==> src/rtl/ika2151_pkg.sv <==
// Shared constants and types for the IKA2151 timing front-end.
package ika2151_pkg;

  localparam int SLOT_CNT  = 32;
  localparam int SH1_START = 0;
  localparam int SH2_START = 16;
  localparam int SH_LEN    = 8;

  typedef logic [4:0] slot_t;

  // True when slot s lies inside the SH window [start, start+SH_LEN).
  function automatic logic in_sh_window(input slot_t s, input int start);
    return (int'(s) >= start) && (int'(s) < start + SH_LEN);
  endfunction

endpackage

==> src/rtl/ika2151_timing_gen.sv <==
// Reset synchronizer, phi1 divider, 32-slot counter and SH1/SH2 decode.
module ika2151_timing_gen
  import ika2151_pkg::*;
(
  input  logic i_EMUCLK,
  input  logic i_IC_n,
  input  logic i_phiM_PCEN_n,
  output logic o_phi1,
  output logic o_phi1_pcen,
  output logic o_phi1_ncen,
  output logic o_SH1,
  output logic o_SH2
);

  logic [1:0] ic_pipe;
  logic       ic_sync;
  logic       tick;
  slot_t      slot;
  slot_t      slot_nxt;

  assign tick        = ~i_phiM_PCEN_n;
  assign ic_sync     = ic_pipe[1];
  // Enables are gated by ic_sync, which keeps everything parked at its
  // cleared value until the synchronized release arrives.
  assign o_phi1_pcen = tick & ic_sync & ~o_phi1;
  assign o_phi1_ncen = tick & ic_sync &  o_phi1;
  assign slot_nxt    = (slot == slot_t'(SLOT_CNT - 1)) ? '0 : slot + 5'd1;

  // Release synchronizer: only advances on phiM ticks so ic_sync rises on the 2nd tick.
  always_ff @(posedge i_EMUCLK or negedge i_IC_n) begin
    if (!i_IC_n)   ic_pipe <= '0;
    else if (tick) ic_pipe <= {ic_pipe[0], 1'b1};
  end

  // phi1 divider, slot counter and registered SH strobes (decoded from the next slot).
  always_ff @(posedge i_EMUCLK or negedge i_IC_n) begin
    if (!i_IC_n) begin
      o_phi1 <= 1'b0;
      slot   <= '0;
      o_SH1  <= 1'b0;
      o_SH2  <= 1'b0;
    end else begin
      if (tick && ic_sync) o_phi1 <= ~o_phi1;
      if (o_phi1_ncen) begin
        slot  <= slot_nxt;
        o_SH1 <= in_sh_window(slot_nxt, SH1_START);
        o_SH2 <= in_sh_window(slot_nxt, SH2_START);
      end
    end
  end

endmodule

==> src/rtl/ika2151_core.sv <==
// IKA2151 timing front-end top: phi1 clock, phase enables and DAC SH strobes.
module ika2151_core
  import ika2151_pkg::*;
(
  input  logic i_EMUCLK,
  input  logic i_IC_n,
  input  logic i_phiM_PCEN_n,
  output logic o_phi1,
  output logic o_phi1_PCEN,
  output logic o_phi1_NCEN,
  output logic o_SH1,
  output logic o_SH2
);

  // phi1 enables go out so later operator stages can share this timebase.
  ika2151_timing_gen u_timing (
    .i_EMUCLK      (i_EMUCLK),
    .i_IC_n        (i_IC_n),
    .i_phiM_PCEN_n (i_phiM_PCEN_n),
    .o_phi1        (o_phi1),
    .o_phi1_pcen   (o_phi1_PCEN),
    .o_phi1_ncen   (o_phi1_NCEN),
    .o_SH1         (o_SH1),
    .o_SH2         (o_SH2)
  );

endmodule

==> config.mk <==
export PLATFORM = sky130hd
export DESIGN_NAME = ika2151_core
export DESIGN_NICKNAME = d
export VERILOG_FILES = /design/src/rtl/ika2151_pkg.sv /design/src/rtl/ika2151_timing_gen.sv /design/src/rtl/ika2151_core.sv
export SDC_FILE = /design/constraint.sdc
export NUM_CORES = 1
export LEC_CHECK = 0
export CORE_AREA = 2 2 39 41
export DETAILED_ROUTE_END_ITERATION = 10
export DIE_AREA = 0 0 41 43
export HOLD_SLACK_MARGIN = 0.12
export SYNTH_ARGS = -nofsm -noshare
export SYNTH_HDL_FRONTEND = slang
export SYNTH_HIERARCHICAL = 1
export SYNTH_SLANG_ARGS = --single-unit
==> constraint.sdc <==
create_clock -name i_EMUCLK -period 1.7 [get_ports i_EMUCLK]
set_input_delay 0.17 -clock i_EMUCLK [delete_from_list [all_inputs] [get_ports i_EMUCLK]]
set_output_delay 0.17 -clock i_EMUCLK [all_outputs]
set_load 0.1 [all_outputs]
==> summary.txt <==
STA
  – Clock skew: 0.01068 ns
  – Unrepaired setup endpoints after global routing: no
  – Post-route setup slack: 0.07890 ns
  – Timing-limited maximum frequency: 616.9 MHz
  – Worst Max-Slew Pin Slew: 0.4359 ns
  – Setup total negative slack: 0 ns
  – Clock period minus final worst setup slack: 1.621 ns
  – Tcrit/Tclk final: 95.36%
  – Setup violators final: 0
  – Slew margin rel.: 70.85%
  – Count of pins over their slew limit: 0
  – Hold Vio Cnt, Final: 0

Floorplan
  – Cell Rows: 14
  – I/O pin count: 8
  – Core area: 0.001384 sq mm
  – Area of the die: 0.001763 sq mm
  – Height of the chip: 43 um
  – X dimension of the die: 41 um
  – Starting density of the core: 33.09%

Finish
  – Final Net Count: 61
  – Layout cell share with drive strength beyond 1: 38.18%
  – End-of-flow core utilization: 46.75%
  – Signed area change from the synthesized netlist to the final layout: 41.26%
  – Commonest cells after routing, fill and taps aside: sky130_fd_sc_hd__nand2_1 (9), sky130_fd_sc_hd__dfrtp_1 (9), sky130_fd_sc_hd__buf_4 (5)
  – Antenna diodes: 0

CTS
  – Clock Root Buffer: sky130_fd_sc_hd__clkbuf_4
  – Clock-pin transition on the worst setup and hold timing paths: 0.07 ns
  – Clock latency reported for the late side of the worst-skew pair: 0.26 ns
  – Total clock sinks: 10
  – Number of buffers created by CTS: 3
  – # hold bufs at CTS: 0
  – Max Buffers Root-to-Sink: 2
  – CTS tree: built
  – Max H-tree Level: 1

Yosys
  – Number of warning messages in the yosys log: 6
  – Average footprint of a synthesized cell: 11.17 sq um
  – Synth Area in Compound Gates: 5.738%
  – Unique cell type count in the Yosys netlist: 17
  – Multiplexer share of the synthesized area: 7.377%
  – Netlist Area Pre-Place: 457.9 sq um
  – Adder-cell share of the synthesized area: 5.464%
  – Synthesized instance count: 41
  – Synthesized Nets: 46
  – Flops & latches, synth: 10
  – Area share of and/or/nand/nor cells after synthesis: 24.04%
  – Sequential fraction of the synthesis area: 54.64%
  – Largest family of logic cells by synthesized area: simple AND/OR/NAND/NOR gates
  – Parity-gate share of the synthesized area counting xor and xnor cells: 1.913%

GRT
  – Number of antenna violations at the first check in global routing: 0
  – Remaining global-route overflow: 0
  – Wire length of the first global-routing pass: 1262 um
  – Largest net degree at the start of global routing: 11
  – Global routing usage summed across all routing layers: 11.55%
  – Vias in the first global route: 308

Placement
  – Minimum setup slack after placement: 0.03823 ns
  – IO buf count: 7
  – Last weighted congestion value of the routability-driven placer: 0.6745

Worst hold path
  – Classification of the worst-slack hold path: input port to async pin

Critical path
  – Delay contributed by the slowest stage of the critical path: 0.37 ns
  – Worst path required time: 1.84 ns
  – Type of the worst setup path: flip-flop to flip-flop
  – R2R depth: 6
  – Reg2Reg Launch Point: u_timing/slot[1]$_DFFE_PN0P_
  – Largest fanout on the critical path: 5
  – Most common cell on crit path: sky130_fd_sc_hd__mux2_2
  – Crit path cell chain: ha_2 > and3_1 > ha_4 > nor2b_1 > mux2_2 > mux2_2
  – Worst R2R End: u_timing/slot[3]$_DFFE_PN0P_
  – Category of the worst setup path launch point: flip-flop
  – Register-to-register setup slack: 0.08 ns
  – Data arrival at the endpoint of the critical path: 1.76 ns
  – Sort of element at the end of the critical path: flip-flop
  – Critical path buffers and inverters: 0
  – Dominant delay contributor by cell family on the critical path: multiplexers
  – Max stage delay cell, worst path: sky130_fd_sc_hd__dfrtp_1

Route
  – Number of DRC violations after detailed-routing iteration 0: 7
  – First-pass iteration count of the detailed router: 4
  – Routed via count divided by cell count: 4.761
  – Remaining antenna violation count after routing: 0
  – Final WL: 792 um
  – DRC Markers: 0
  – Via count of the routed design: 338
  – Post-DR wirelength/cell: 11.15 um

Job
  – # Max-Cap Violations: 0

Outcome
  – Run status: finished clean
cells by family after synthesis:
logic type | count (synthesis)
muxes | 3
xor gates and xnor gates | 1
adders and majority gates | 2
buffers and inverters | 1
DFF | 10
and+or+nand+nor | 20
AOI/OAI and AO/OA | 4
metrics by stage:
step | std cells | area, sq um | hold slack, ns
final | 71 | 646.9 | 0.2129
after global placement | 66 | 598.1 | 0.4470
after detailed placement | 66 | 598.1 | 0.4650
after floorplan | 41 | 467.9 | -0.1256
after global routing | 71 | 646.9 | 0.2396
after CTS | 70 | 624.3 | 0.2256
how the worst max path moves through the flow:
stage          cells past startpoint                    startpoint                            to  slack [ns]
2_1_floorplan                      3   u_timing/o_phi1$_DFFE_PN0P_  u_timing/slot[3]$_DFFE_PN0P_       -0.11
3_3_place_gp                       5  u_timing/slot[0]$_DFFE_PN0P_  u_timing/slot[2]$_DFFE_PN0P_        0.06
3_5_place_dp                       6  u_timing/slot[1]$_DFFE_PN0P_  u_timing/slot[3]$_DFFE_PN0P_        0.04
4_1_cts                            6  u_timing/slot[0]$_DFFE_PN0P_  u_timing/slot[3]$_DFFE_PN0P_        0.02
5_1_grt                            6  u_timing/slot[1]$_DFFE_PN0P_  u_timing/slot[3]$_DFFE_PN0P_       0.007
6_report                           6  u_timing/slot[1]$_DFFE_PN0P_  u_timing/slot[3]$_DFFE_PN0P_        0.08
metal layers:
layer	GRT usage, %	routed length (um)	vias up
li1	-	-	166
met1	12.25	354	165
met2	15.63	396	5
met3	7.853	23	2
met4	8.000	18	0
met5	0	0	-
cells in the mapped netlist (all sizes together):
library cell	count	area (sq um)
a21o	1	8.760
and3	1	6.260
dfrtp	10	250.2
ha	2	25.02
inv	1	3.750
mux2	3	33.78
nand2	9	33.78
nand2b	2	12.51
nand3	1	5.000
nand3b	1	20.02
nor2	3	11.26
nor2b	1	6.260
nor3	1	5.000
o21ai	2	10.01
o31ai	1	7.510
or4b	1	10.01
xnor2	1	8.760
registers in the layout, indices dropped and copies added, names as in the netlist:
signal / cells
u_timing/o_SH2: 1
u_timing/ic_pipe: 2
u_timing/o_SH1: 1
u_timing/o_phi1: 1
u_timing/slot: 5
worst register-to-register path: stages, from the launching register on:
cell,delay [ns]
sky130_fd_sc_hd__dfrtp_1,0.37
sky130_fd_sc_hd__ha_2,0.19
sky130_fd_sc_hd__and3_1,0.20
sky130_fd_sc_hd__ha_4,0.16
sky130_fd_sc_hd__nor2b_1,0.04
sky130_fd_sc_hd__mux2_2,0.28
sky130_fd_sc_hd__mux2_2,0.26
final cells by class:
cell class                 count  area [sq um]
multi-input combinational     30         221.5
timing repair buffer          10         117.6
sequential                    10         254.0
clock buffer                   4         26.28
inverter                       1         7.507
tap                           16         20.02
fill                         133         737.0
repair_timing:
item / 4_1_cts / 5_1_grt
buffers inserted: 0 / 1
endpoints found under the setup margin: 0 / 3
gates resized for setup: 0 / 3
Power is not shown: default switching activity piles up to over one toggle a cycle in this logic, so the estimate is an artifact.
